==> config.mk <==
export PLATFORM = sky130hd
export DESIGN_NAME = strip_cmd_sequencer
export DESIGN_NICKNAME = d
export VERILOG_FILES = /design/src/rtl/strip_cmd_sequencer.sv
export SDC_FILE = /design/constraint.sdc
export NUM_CORES = 1
export LEC_CHECK = 0
export BUFFER_PORTS_ARGS = -buffer_cell sky130_fd_sc_hd__buf_4
export CAP_MARGIN = 20
export CORE_MARGIN = 4
export CORE_UTILIZATION = 55
export DETAILED_ROUTE_END_ITERATION = 6
export GPL_TIMING_DRIVEN = 0
export PLACE_DENSITY_LB_ADDON = 0.2
export SETUP_SLACK_MARGIN = 0.2
export SYNTH_ARGS = -nofsm -noshare
export SYNTH_HDL_FRONTEND = slang
export SYNTH_SLANG_ARGS = --single-unit
==> constraint.sdc <==
create_clock -name clk -period 2.3 [get_ports clk]
set_clock_uncertainty 0.15 [all_clocks]
set_input_delay 0.345 -clock clk [delete_from_list [all_inputs] [get_ports clk]]
set_output_delay 0.345 -clock clk [all_outputs]
set_load 0.01 [all_outputs]
==> src/rtl/strip_cmd_sequencer.sv <==
// Clocked command sequencer for the LED strip: valid/ready op_code decode, power/mode/color/
// brightness state with a one-deep color memory, a debounce lockout and a frame scheduler.
module strip_cmd_sequencer #(
   parameter int unsigned FRAME_DIV = 50,
   parameter int unsigned LOCKOUT   = 4
) (
   input  logic       clk,
   input  logic       rst,
   input  logic       cmd_valid,
   input  logic [3:0] op_code,
   output logic       cmd_ready,
   output logic       power_on,
   output logic [1:0] mode,
   output logic [2:0] color_code,
   output logic [2:0] brightness,
   output logic       flash_phase,
   output logic       rainbow_step,
   output logic       frame_tick,
   output logic       cfg_changed
);

   typedef enum logic [1:0] {S_OFF, S_IDLE, S_LOCK} state_e;
   typedef enum logic [1:0] {M_SOLID = 2'd0, M_FLASH = 2'd1, M_RAINBOW = 2'd2} mode_e;

   localparam logic [3:0] OP_NOP        = 4'd0;
   localparam logic [3:0] OP_RELOAD     = 4'd1;
   localparam logic [3:0] OP_MODE_NEXT  = 4'd2;
   localparam logic [3:0] OP_MODE_PREV  = 4'd3;
   localparam logic [3:0] OP_COLOR_NEXT = 4'd4;
   localparam logic [3:0] OP_COLOR_BACK = 4'd5;
   localparam logic [3:0] OP_BRIGHT_UP  = 4'd6;
   localparam logic [3:0] OP_BRIGHT_DN  = 4'd7;

   localparam bit          USE_LOCK   = (LOCKOUT > 0);
   localparam logic [7:0]  LOCK_LOAD  = USE_LOCK ? 8'(LOCKOUT - 1) : 8'd0;
   localparam logic [15:0] FRAME_LAST = 16'(FRAME_DIV - 1);

   state_e      state_q;
   logic [7:0]  lock_cnt_q;
   logic        power_q, power_d;
   mode_e       mode_q, mode_d;
   logic [2:0]  color_q, color_d;
   logic [2:0]  saved_q, saved_d;
   logic [2:0]  bright_q, bright_d;
   logic        cfg_q;
   logic [15:0] frame_cnt_q;
   logic        flash_q, step_q, tick_q;

   logic accept, power_up, mode_chg, cfg_chg, frame_wrap;

   assign cmd_ready  = (state_q != S_LOCK);
   assign accept     = cmd_valid && cmd_ready;
   assign power_up   = accept && (state_q == S_OFF) && (op_code == OP_RELOAD);
   assign mode_chg   = (mode_d != mode_q);
   assign cfg_chg    = power_up || mode_chg || (color_d != color_q) || (bright_d != bright_q);
   assign frame_wrap = (frame_cnt_q == FRAME_LAST);

   always_comb begin
      // NOTE: every _d takes its hold value first, so no decode path can infer a latch.
      power_d  = power_q;
      mode_d   = mode_q;
      color_d  = color_q;
      saved_d  = saved_q;
      bright_d = bright_q;
      if (accept) begin
         if (state_q == S_OFF) begin
            if (op_code == OP_RELOAD) begin
               power_d  = 1'b1;
               mode_d   = M_SOLID;
               color_d  = 3'd0;
               saved_d  = 3'd0;
               bright_d = 3'd7;
            end
         end else begin
            case (op_code)
               OP_RELOAD: begin
                  mode_d   = M_SOLID;
                  color_d  = 3'd0;
                  saved_d  = 3'd0;
                  bright_d = 3'd7;
               end
               OP_MODE_NEXT: begin
                  case (mode_q)
                     M_SOLID: mode_d = M_FLASH;
                     M_FLASH: mode_d = M_RAINBOW;
                     default: mode_d = M_SOLID;
                  endcase
               end
               OP_MODE_PREV: begin
                  case (mode_q)
                     M_SOLID:   mode_d = M_RAINBOW;
                     M_RAINBOW: mode_d = M_FLASH;
                     default:   mode_d = M_SOLID;
                  endcase
               end
               OP_COLOR_NEXT: begin
                  saved_d = color_q;
                  color_d = color_q + 3'd1;
               end
               OP_COLOR_BACK: color_d = saved_q;
               OP_BRIGHT_UP:  if (bright_q != 3'd7) bright_d = bright_q + 3'd1;
               OP_BRIGHT_DN:  if (bright_q != 3'd0) bright_d = bright_q - 3'd1;
               default: begin
                  // Direct color select; selecting the current color leaves the memory alone
                  if (op_code[3] && (op_code[2:0] != color_q)) begin
                     saved_d = color_q;
                     color_d = op_code[2:0];
                  end
               end
            endcase
         end
      end
   end

   always_ff @(posedge clk or posedge rst) begin
      if (rst) begin
         state_q    <= S_OFF;
         lock_cnt_q <= 8'd0;
         power_q    <= 1'b0;
         mode_q     <= M_SOLID;
         color_q    <= 3'd0;
         saved_q    <= 3'd0;
         bright_q   <= 3'd7;
         cfg_q      <= 1'b0;
      end else begin
         // NOTE: non-blocking updates, so every register sees the same pre-edge values.
         power_q  <= power_d;
         mode_q   <= mode_d;
         color_q  <= color_d;
         saved_q  <= saved_d;
         bright_q <= bright_d;
         cfg_q    <= cfg_chg;
         case (state_q)
            S_OFF: begin
               if (power_up) begin
                  state_q    <= USE_LOCK ? S_LOCK : S_IDLE;
                  lock_cnt_q <= LOCK_LOAD;
               end
            end
            S_IDLE: begin
               if (accept && (op_code != OP_NOP)) begin
                  state_q    <= USE_LOCK ? S_LOCK : S_IDLE;
                  lock_cnt_q <= LOCK_LOAD;
               end
            end
            S_LOCK: begin
               if (lock_cnt_q == 8'd0) state_q <= S_IDLE;
               else                    lock_cnt_q <= lock_cnt_q - 8'd1;
            end
            default: state_q <= S_OFF;
         endcase
      end
   end

   // A mode change (or power-up) restarts the frame, suppressing any coincident wrap.
   always_ff @(posedge clk or posedge rst) begin
      if (rst) begin
         frame_cnt_q <= 16'd0;
         flash_q     <= 1'b0;
         step_q      <= 1'b0;
         tick_q      <= 1'b0;
      end else if (!power_d) begin
         frame_cnt_q <= 16'd0;
         flash_q     <= 1'b0;
         step_q      <= 1'b0;
         tick_q      <= 1'b0;
      end else if (power_up || mode_chg) begin
         frame_cnt_q <= 16'd0;
         flash_q     <= 1'b1;
         step_q      <= 1'b0;
         tick_q      <= 1'b0;
      end else begin
         frame_cnt_q <= frame_wrap ? 16'd0 : frame_cnt_q + 16'd1;
         tick_q      <= frame_wrap;
         step_q      <= frame_wrap && (mode_q == M_RAINBOW);
         if (mode_q != M_FLASH) flash_q <= 1'b1;
         else if (frame_wrap)   flash_q <= ~flash_q;
      end
   end

   assign power_on     = power_q;
   assign mode         = mode_q;
   assign color_code   = color_q;
   assign brightness   = bright_q;
   assign cfg_changed  = cfg_q;
   assign flash_phase  = flash_q;
   assign rainbow_step = step_q;
   assign frame_tick   = tick_q;

endmodule

==> summary.md, run 1 <==
| Metric | Value |
|---|---|
| Worst-skew pair later-pin latency | `0.28 ns` |
| Clock transition at path regs | `0.08 ns` |
| Initial drt markers | `220` |
| Clock tree root buffer cell | `clkbuf_8` |
| Post-Synth XOR/XNOR Area | `5.65%` |
| Initial Util | `57.9%` |
| RSZ-0062 raised after global routing | `true` |
| Met3 Track Usage GR | `4.65%` |
| Synth unique cells | `69` |
| Mux contribution to synthesized area | `1.84%` |
| Routed vias/inst | `5.98` |
| Main combinational cell family by area after synthesis | `simple AND/OR/NAND/NOR gates` |
| Via count | `2523` |
| Post-Syn Instances | `319` |
| Leak | `1.45 nW` |
| Pin count of the biggest net entering global routing | `43` |
| # diodes | `0` |
| Part of the cycle the worst path needs | `92.7%` |
| Fmax | `469 MHz` |
| Synth async-reset ratio | `100%` |
| Routability cong. | `0.907` |
| Reg2reg end | `cfg_changed` |
| CTS tree | `built` |
| Cts bufs inserted | `5` |
| Mean Syn Cell Area | `8.74 sq um` |
| Die H | `79.2 microns` |
| CP startpoint kind | `flop` |
| Overall Global Routing Usage | `22.4%` |
| DRT Pass-1 Iters | `5` |
| Post-synth EDFFs | `0` |
| Post-Synth Simple-Gate Area | `26.0%` |
| Total wire length | `6.90 mm` |
| Max Slew Vio Count | `0` |
| IO Port Bufs | `18` |
| Full die area | `0.00627 sq mm` |
| Core Util, Final | `69.7%` |
| Final Setup Violations | `0` |
| Area share of the largest cell type after synthesis | `35.0%` |
| Busiest grt layer | `met2` |
| Critical Path RT | `2.32 ns` |
| Prevailing post-synth register cell | `dfrtp_1` |
| Relative max-transition margin | `42.2%` |
| Final nets | `370` |
| Hold WC Path Type | `primary input to asynchronous set/reset pin` |
| Max FO, Critical Path | `10` |
| Placement Cell Area | `0.00301 sq mm` |
| Site row count | `25` |
| Post-Route Setup TNS | `0 ns` |
| Grt total ovfl | `0` |
| Top cell type by total area after synthesis | `dfrtp_1` |
| Post-DP HPWL | `4.33 mm` |
| Total power | `3.64 mW` |
| Post-synthesis compound-gate area fraction | `19.5%` |
| Pwr dens | `1080 mW/mm^2` |
| Core area | `0.00482 sq mm` |
| Status | `finished clean` |
| CP Class | `flop to flop` |
| Critical Path End Type | `flop` |
| Final hold vios | `0` |
| Transition time of the tightest slew-check pin | `0.865 ns` |
| Flops & latches, synth | `42` |
| Vias in the first global route | `2403` |
| WL/cell | `16.3 microns` |
| R2R Path Start | `state_q[0]` |
| Die Wd | `79.2 microns` |
| Worst R2R Path Depth | `7` |
| CP startpoint | `state_q[0]` |
| Maximum vdd drop | `0.000845 V` |
| Layout cells sized above 1 | `26.5%` |
| Design Area, Final | `0.00336 sq mm` |
| Clock tree buffer depth | `2` |
| R2r setup slk | `0.17 ns` |
| Max-cap violation count | `0` |
| Final antenna-violating net count | `0` |
| Initial antenna violation count | `0` |
| Area Overhead vs Synth | `20.5%` |
| First-pass GRT wire length | `11.2 mm` |
| Tmin final | `2.13 ns` |
| Syn Nets | `334` |
| Syn Std Cell Area | `0.00279 sq mm` |
| Most frequent cell after synthesis | `dfrtp_1` |
| Data arrival, critical path | `2.15 ns` |
| Yosys warns | `0` |
| H-tree depth | `2` |
| Grt met2 use | `35.9%` |
| Commonest cells post-synth | `39 x dfrtp_1, 34 x nor2_1, 27 x nand2_1` |
| Register area share after synthesis | `37.8%` |
| Total clock sinks | `42` |
| Post-Synth Adder-Cell Area | `3.59%` |
| DRC viols | `0` |
| Dominant cells by area after synthesis | `dfrtp_1 35%, nor2_1 4.6%, nand2_1 3.6%` |
| Io pins | `21` |
| GR Util met1 | `29.8%` |
[power breakdown]
part / leakage [nW] / internal, mW / total (mW) / switching [mW]
clock: 0.0573 / 0.347 / 0.583 / 0.236
combinational: 0.851 / 0.864 / 1.87 / 1.01
sequential: 0.546 / 0.958 / 1.18 / 0.221
total: 1.45 / 2.17 / 3.64 / 1.47
[how the worst max path moves through the flow]
stage / to / slack (ns) / depth (start not counted)
4_1_cts: flash_phase / 0.15 / 6
6_report: cfg_changed / 0.17 / 7
3_5_place_dp: cfg_changed / 0.03 / 7
5_1_grt: cfg_changed / 0.08 / 7
2_1_floorplan: frame_cnt_q[10] / 0.27 / 8
3_3_place_gp: cfg_changed / 0.02 / 7
[worst max-delay path, stage by stage, from the launching register on]
cell      delay [ns]
dfrtp_1         0.36
buf_4           0.17
nor2_2          0.42
a211oi_2        0.14
o211a_1         0.16
nor2_1          0.12
nand4b_1        0.14
a221o_1         0.35
[placed cells by master (no fill, tap or decap), types with 7 or more instances in the layout]
| cell type | n |
|---|---|
| ha_1 | 7 |
| nand2_1 | 26 |
| nor2_2 | 13 |
| o21ai_0 | 20 |
| xor2_1 | 9 |
| inv_1 | 16 |
| a21oi_1 | 18 |
| nand3_1 | 11 |
| nor3_1 | 8 |
| xnor2_1 | 8 |
| nor2_1 | 33 |
| buf_4 | 29 |
| dfrtp_1 | 38 |
[area by class of cell]
type	count	area, sq um
Inverter	19	73.8
Tap cell	67	83.8
Clock buffer	6	82.6
Timing Repair Buffer	29	239
Multi-Input combinational cell	243	1690
Buffer	15	100
Sequential cell	42	1060
Fill cell	391	1460
Clock inverter	1	30.0
[per-stage QoR]
step           hold WS (ns)  instances  setup slack [ns]
2_1_floorplan         0.293        319             0.271
3_3_place_gp          0.319        404            0.0174
3_5_place_dp          0.332        404            0.0342
4_1_cts               0.117        420             0.152
5_1_grt               0.155        422            0.0802
6_report             0.0902        422             0.167
[cells by family after synthesis]
family	Yosys count
adder cells (fa/ha/maj)	8
AND/OR/NAND/NOR	132
AO/OA/AOI/OAI	80
XOR/XNOR	18
multiplexers	5
buffers and inverters	34
flip-flops	42
[registers in the layout, summed over array words and instances, names as in the netlist]
signal,flops
brightness,3
frame_tick,1
cfg_changed,1
frame_cnt_q,16
saved_q,3
mode,2
flash_phase,1
rainbow_step,1
power_on,1
state_q,2
lock_cnt_q,8
color_code,3
[metal layers]
metal  up-vias  wire, microns  part of all wire, %
met5         -              0                    0
met4         0            168                  2.4
met3        18            419                  6.1
met2       104           3270                   47
met1      1193           3040                   44
li1       1208              -                    -
[timing repair]
item                                   in CTS  in global routing
cloned                                      0                  1
setup buffers                               9                  1
pin swaps                                   9                  2
setup endpoints to repair                  29                 29
gates resized for setup                    14                 14
hold buffers                                0                  0
endpoints found under the hold margin       0                  0
(Power assumes the default switching activity.)
==> inputs of run 2 (changes only) <==
--- a/config.mk
+++ b/config.mk
@@ -8,10 +8,11 @@
 export BUFFER_PORTS_ARGS = -buffer_cell sky130_fd_sc_hd__buf_4
 export CAP_MARGIN = 20
 export CORE_MARGIN = 4
-export CORE_UTILIZATION = 55
+export CORE_UTILIZATION = 40
+export CTS_CLUSTER_SIZE = 14
 export DETAILED_ROUTE_END_ITERATION = 6
 export GPL_TIMING_DRIVEN = 0
-export PLACE_DENSITY_LB_ADDON = 0.2
+export PLACE_DENSITY = 0.68
 export SETUP_SLACK_MARGIN = 0.2
 export SYNTH_ARGS = -nofsm -noshare
 export SYNTH_HDL_FRONTEND = slang
==> summary.md, run 2 (same netlist as run 1, synthesis figures left out) <==
| Metric | Value |
|---|---|
| Status | `finished clean` |
| Data arrival, critical path | `2.13 ns` |
| Critical Path RT | `2.33 ns` |
| Busiest grt layer | `met2` |
| Clock tree root buffer cell | `clkbuf_8` |
| Relative max-transition margin | `40.9%` |
| Area Overhead vs Synth | `22.1%` |
| Post-DP HPWL | `4.28 mm` |
| DRT Pass-1 Iters | `4` |
| Hold WC Path Type | `primary input to asynchronous set/reset pin` |
| Transition time of the tightest slew-check pin | `0.885 ns` |
| Leak | `1.46 nW` |
| WP buf/inv | `0` |
| Die Wd | `91.5 microns` |
| Max Slew Vio Count | `0` |
| First-pass GRT wire length | `10.6 mm` |
| Top Registers | `frame_cnt_q: 16 flops, lock_cnt_q: 8 flops` |
| Max FO, Critical Path | `3` |
| Pin count of the biggest net entering global routing | `43` |
| Maximum vdd drop | `0.000369 V` |
| Overall Global Routing Usage | `15.2%` |
| Routability cong. | `0.870` |
| Final nets | `374` |
| Grt total ovfl | `0` |
| Met3 Track Usage GR | `2.73%` |
| Commonest non-fill, non-tap cell in the layout | `dfrtp_1` |
| Critical Path End Type | `flop` |
| CP Cell Sequence | `ha_1 -> nor3b_2 -> nor3_2 -> o211a_1 -> nor2_2 -> nand4b_1 -> a221o_1` |
| RSZ-0062 raised after global routing | `true` |
| Worst-skew pair later-pin latency | `0.29 ns` |
| Number of flip-flops in the largest register | `16` |
| CP max stage cell | `dfrtp_1` |
| Core area | `0.00679 sq mm` |
| Fillers | `625` |
| Initial Util | `41.0%` |
| Total clock sinks | `42` |
| Routed vias/inst | `5.44` |
| Final hold vios | `0` |
| Final Setup Violations | `0` |
| Io pins | `21` |
| Register area | `0.00106 sq mm` |
| H-tree depth | `2` |
| Largest stage delay on the critical path | `0.41 ns` |
| Via count | `2474` |
| Cts hold-fix bufs | `0` |
| Clock tree buffer depth | `2` |
| Full die area | `0.00837 sq mm` |
| Initial antenna violation count | `0` |
| Cts bufs inserted | `5` |
| Biggest register | `frame_cnt_q` |
| Clock transition at path regs | `0.08 ns` |
| Grt met2 use | `23.8%` |
| # diodes | `0` |
| Total power | `3.58 mW` |
| Die H | `91.5 microns` |
| Part of the cycle the worst path needs | `91.4%` |
| CTS tree | `built` |
| IO Port Bufs | `18` |
| Total wire length | `6.42 mm` |
| Layout cells sized above 1 | `27.6%` |
| GR Util met1 | `21.2%` |
| Most frequent cells in the layout | `38 x dfrtp_1, 34 x buf_4, 32 x nor2_1, 26 x nand2_1, 18 x a21oi_1` |
| Area used by multi-input combinational logic | `0.00169 sq mm` |
| Fmax | `475 MHz` |
| DRC viols | `0` |
| Final antenna-violating net count | `0` |
| Max-cap violation count | `0` |
| Post-Route Setup TNS | `0 ns` |
| Tmin final | `2.10 ns` |
| CP startpoint kind | `flop` |
| WL/cell | `14.1 microns` |
| Initial drt markers | `200` |
| Site row count | `30` |
| Pwr dens | `1050 mW/mm^2` |
| Crit path max-delay family | `compound AO/OA/AOI/OAI gates` |
| CP Class | `flop to flop` |
| Vias in the first global route | `2211` |
[run 2: changes by cell type in the layout (fill, tap and decap cells not counted), moves of 2 or more]
cell,previous run,this run
o21ai_1,1,4
o21ai_0,20,17
and3_4,1,3
and3_1,3,1
buf_4,29,34
[run 2: metrics by stage]
| step | std cells | utilization [%] | cell area, sq um | setup slack [ns] | hold slack [ns] |
|---|---|---|---|---|---|
| detailed placement | 433 | 44.8 | 3040 | 0.0434 | 0.319 |
| CTS | 449 | 48.3 | 3280 | 0.193 | 0.131 |
| global route | 455 | 50.1 | 3410 | 0.125 | 0.177 |
| finish | 455 | 50.1 | 3410 | 0.197 | 0.0893 |
| floorplan | 319 | - | 2790 | 0.271 | 0.293 |
| global placement | 433 | 44.8 | 3040 | 0.0515 | 0.319 |
[run 2: cell type report]
type,count,area share (%)
plain buffers,15,3.05
clock buffers,6,2.42
clock inverters,1,0.882
inverters,19,2.17
multi-input cells,243,49.7
flip-flops and latches,42,31.0
well taps,96,3.53
repair buffers,33,7.27
[run 2: metal layers]
layer,vias up,part of all wire (%)
li1,1214,-
met1,1183,47
met2,73,48
met3,4,4.3
met4,0,0.93
met5,-,0
[run 2: final timing paths]
kind / slack, ns / start / depth (start not counted) / endpoint
max reg2reg: 0.20 / color_code[0] / 7 / cfg_changed
max: 0.20 / color_code[0] / 7 / cfg_changed
min in group clk: 0.33 / op_code[3] / 5 / mode[0]
min: 0.09 / rst / 2 / lock_cnt_q[3]
max in group asynchronous: 1.30 / rst / 2 / color_code[1]
min reg2reg: 0.35 / lock_cnt_q[7] / 1 / lock_cnt_q[7]
[run 2: power breakdown]
group	switching, mW	total (mW)	internal [mW]
combinational	0.980	1.81	0.831
clock	0.249	0.597	0.347
sequential	0.212	1.17	0.958
total	1.44	3.58	2.14
[run 2: what timing repair did]
item | in CTS | in global routing
pin swaps | 3 | 11
setup endpoints to repair | 23 | 24
setup buffers | 9 | 6
gates resized for setup | 10 | 23
[run 2: worst reg2reg max path, cell delays in order, from the launching register on]
cell      delay, ns
dfrtp_1        0.41
ha_1           0.31
nor3b_2        0.24
nor3_2         0.08
o211a_1        0.25
nor2_2         0.09
nand4b_1       0.12
a221o_1        0.34
==> inputs of run 3 (changes only) <==
--- a/config.mk
+++ b/config.mk
@@ -5,6 +5,7 @@
 export SDC_FILE = /design/constraint.sdc
 export NUM_CORES = 1
 export LEC_CHECK = 0
+export ABC_AREA = 1
 export BUFFER_PORTS_ARGS = -buffer_cell sky130_fd_sc_hd__buf_4
 export CAP_MARGIN = 20
 export CORE_MARGIN = 4
==> summary.md, run 3 <==
| Metric | Value |
|---|---|
| Status | `finished clean` |
| Sequential power share | `31.0%` |
| Number of flip-flops in the largest register | `16` |
| Leak | `1.65 nW` |
| Max-cap violation count | `0` |
| Initial Util | `42.2%` |
| CP Class | `flop to flop` |
| CP Cell Sequence | `buf_6 -> ha_4 -> nand2_2 -> nand2_1 -> o21ai_0 -> nand2_1 -> nand3_1 -> o21ai_0 -> nand2_1 -> o21ai_0 -> nand2_1 -> nand2_1 -> nand3_1` |
| Final hold vios | `0` |
| Final antenna-violating net count | `0` |
| Commonest cells post-synth | `92 x nand2_1, 46 x inv_1, 46 x nor2_1` |
| Syn Nets | `403` |
| Clock tree root buffer cell | `clkbuf_8` |
| Fin Hold WS | `0.0663 ns` |
| Io pins | `21` |
| Max Slew Vio Count | `0` |
| Part of the cycle the worst path needs | `87.1%` |
| Pwr dens | `1080 mW/mm^2` |
| CP max stage cell | `dfstp_2` |
| Cts bufs inserted | `5` |
| Grt total ovfl | `0` |
| Die Wd | `93.6 microns` |
| Total power | `3.72 mW` |
| R2R Path Start | `brightness[0]` |
| Commonest non-fill, non-tap cell in the layout | `nand2_1` |
| # diodes | `0` |
| Post-Route Setup TNS | `0 ns` |
| Fmax | `499 MHz` |
| Flops & latches, synth | `42` |
| Overall Global Routing Usage | `14.5%` |
| Post-Place Worst Slack | `0.214 ns` |
| H-tree depth | `2` |
| Dominant cells by area after synthesis | `dfrtp_1 33%, nand2_1 12%, nand3_1 7.0%` |
| Worst R2R Path Depth | `13` |
| Final cell count without fillers | `522` |
| Initial antenna violation count | `0` |
| Worst setup margin | `0.296 ns` |
| Data arrival, critical path | `2.04 ns` |
| Post-Syn Instances | `388` |
| RSZ-0062 raised after global routing | `true` |
| Post-DP HPWL | `4.41 mm` |
| R2r setup slk | `0.30 ns` |
| Cts hold-fix bufs | `0` |
| Routability cong. | `0.878` |
| Placement Cell Area | `0.00318 sq mm` |
| Biggest register | `frame_cnt_q` |
| Fillers | `662` |
| Synth unique cells | `35` |
| Total wire length | `6.26 mm` |
| Critical Path End Type | `flop` |
| Syn Std Cell Area | `0.00293 sq mm` |
| Maximum vdd drop | `0.000478 V` |
| IO Port Bufs | `17` |
| Tmin final | `2.00 ns` |
| Die H | `93.6 microns` |
| Mean Syn Cell Area | `7.55 sq um` |
| Clock transition at path regs | `0.09 ns` |
| Clock tree buffer depth | `2` |
| Area share of the largest cell type after synthesis | `33.3%` |
| Prevailing post-synth register cell | `dfrtp_1` |
| Critical Path RT | `2.34 ns` |
| Vias in the first global route | `2348` |
| Max FO, Critical Path | `6` |
| Most common cell on crit path | `nand2_1` |
| Final nets | `440` |
| Placed insts | `501` |
| Initial drt markers | `154` |
| Pin count of the biggest net entering global routing | `43` |
| Total clock sinks | `42` |
| Layout cells sized above 1 | `25.1%` |
| Clock network power share | `13.0%` |
| Via count | `2565` |
| WL/cell | `12.0 microns` |
| Net Switching | `1.74 mW` |
| First-pass GRT wire length | `10.3 mm` |
| Relative max-transition margin | `42.9%` |
| Core Util, Final | `49.9%` |
| CTS tree | `built` |
| Site row count | `30` |
| Switch share | `46.6%` |
| CP startpoint kind | `flop` |
| Final Setup Violations | `0` |
| Routed vias/inst | `4.91` |
| Top cell type by total area after synthesis | `dfrtp_1` |
| Logic pwr share | `56.0%` |
| Design Area, Final | `0.00346 sq mm` |
| Most frequent cell after synthesis | `nand2_1` |
| Full die area | `0.00875 sq mm` |
| Largest stage delay on the critical path | `0.63 ns` |
| Most frequent cells in the layout | `90 x nand2_1, 43 x inv_1, 41 x nor2_1, 37 x nand3_1, 36 x dfrtp_1` |
| Yosys warns | `0` |
| Synth async-reset ratio | `100%` |
| Worst-skew pair later-pin latency | `0.30 ns` |
| Reg2reg end | `cfg_changed` |
| Core area | `0.00694 sq mm` |
| Transition time of the tightest slew-check pin | `0.855 ns` |
| Area Overhead vs Synth | `18.2%` |
| Register area share after synthesis | `36.0%` |
| Hold WC Path Type | `primary input to asynchronous set/reset pin` |
| DRC viols | `0` |
| DRT Pass-1 Iters | `5` |
| Int Pwr | `1.99 mW` |
| Top Registers | `frame_cnt_q: 16 flops, lock_cnt_q: 8 flops` |
| Post-synth EDFFs | `0` |
[run 3: routing by layer]
layer	up-vias	track usage, %	part of all wire (%)
met4	0	4.45	0.99
met3	7	2.82	4.6
met2	73	23.6	45
met5	-	0	0
met1	1164	19.4	49
li1	1321	-	-
[run 3: critical path, delay by kind of cell (launching register included)]
| kind | cells | cell delay (ns) |
|---|---|---|
| buffers and inverters | 1 | 0.13 |
| flip-flops | 1 | 0.63 |
| adder cells (fa/ha/maj) | 1 | 0.13 |
| AND/OR/NAND/NOR | 8 | 0.60 |
| AO/OA/AOI/OAI | 3 | 0.27 |
[run 3: worst max path at each step]
stage                       start             to  slack, ns  cells after the start
floorplan           brightness[0]    cfg_changed       0.37                     12
global placement              rst  color_code[2]       0.21                      2
detailed placement  brightness[0]    cfg_changed       0.21                     12
CTS                 brightness[0]    cfg_changed       0.21                     12
global route        brightness[0]    cfg_changed       0.13                     12
finish              brightness[0]    cfg_changed       0.30                     13
[run 3: kinds of logic (layout without fill, tap and decap cells)]
| group | after synthesis | in the layout | synth area share (%) |
|---|---|---|---|
| AOI/OAI and AO/OA | 38 | 38 | 7.78 |
| xor gates and xnor gates | 19 | 19 | 5.68 |
| adders and majority gates | 8 | 8 | 3.42 |
| buffers and inverters | 60 | 98 | 8.80 |
| DFF | 42 | 42 | 36.0 |
| and+or+nand+nor | 221 | 221 | 38.3 |
[run 3: power by group through the flow]
stage	registers [mW]	clock network [mW]	logic, mW
after CTS	1.15	0.506	1.89
after detailed placement	1.16	0	1.88
after floorplan	1.15	0	1.41
after global placement	1.16	0	1.85
final	1.15	0.483	2.09
after global routing	1.19	0.535	2.33
[run 3: final cells by class]
class	count	area (sq um)	share of cell area, %
inverters	54	205	5.93
clock inverters	3	21.3	0.614
well taps	96	120	3.47
plain buffers	6	56.3	1.63
clock buffers	5	68.8	1.99
flip-flops and latches	42	1060	30.6
multi-input cells	286	1700	49.2
repair buffers	30	229	6.61
[run 3: what timing repair did]
item                                    in CTS  in global routing
buffers inserted                             0                 13
endpoints found under the setup margin       0                 12
resized for setup                            0                 30
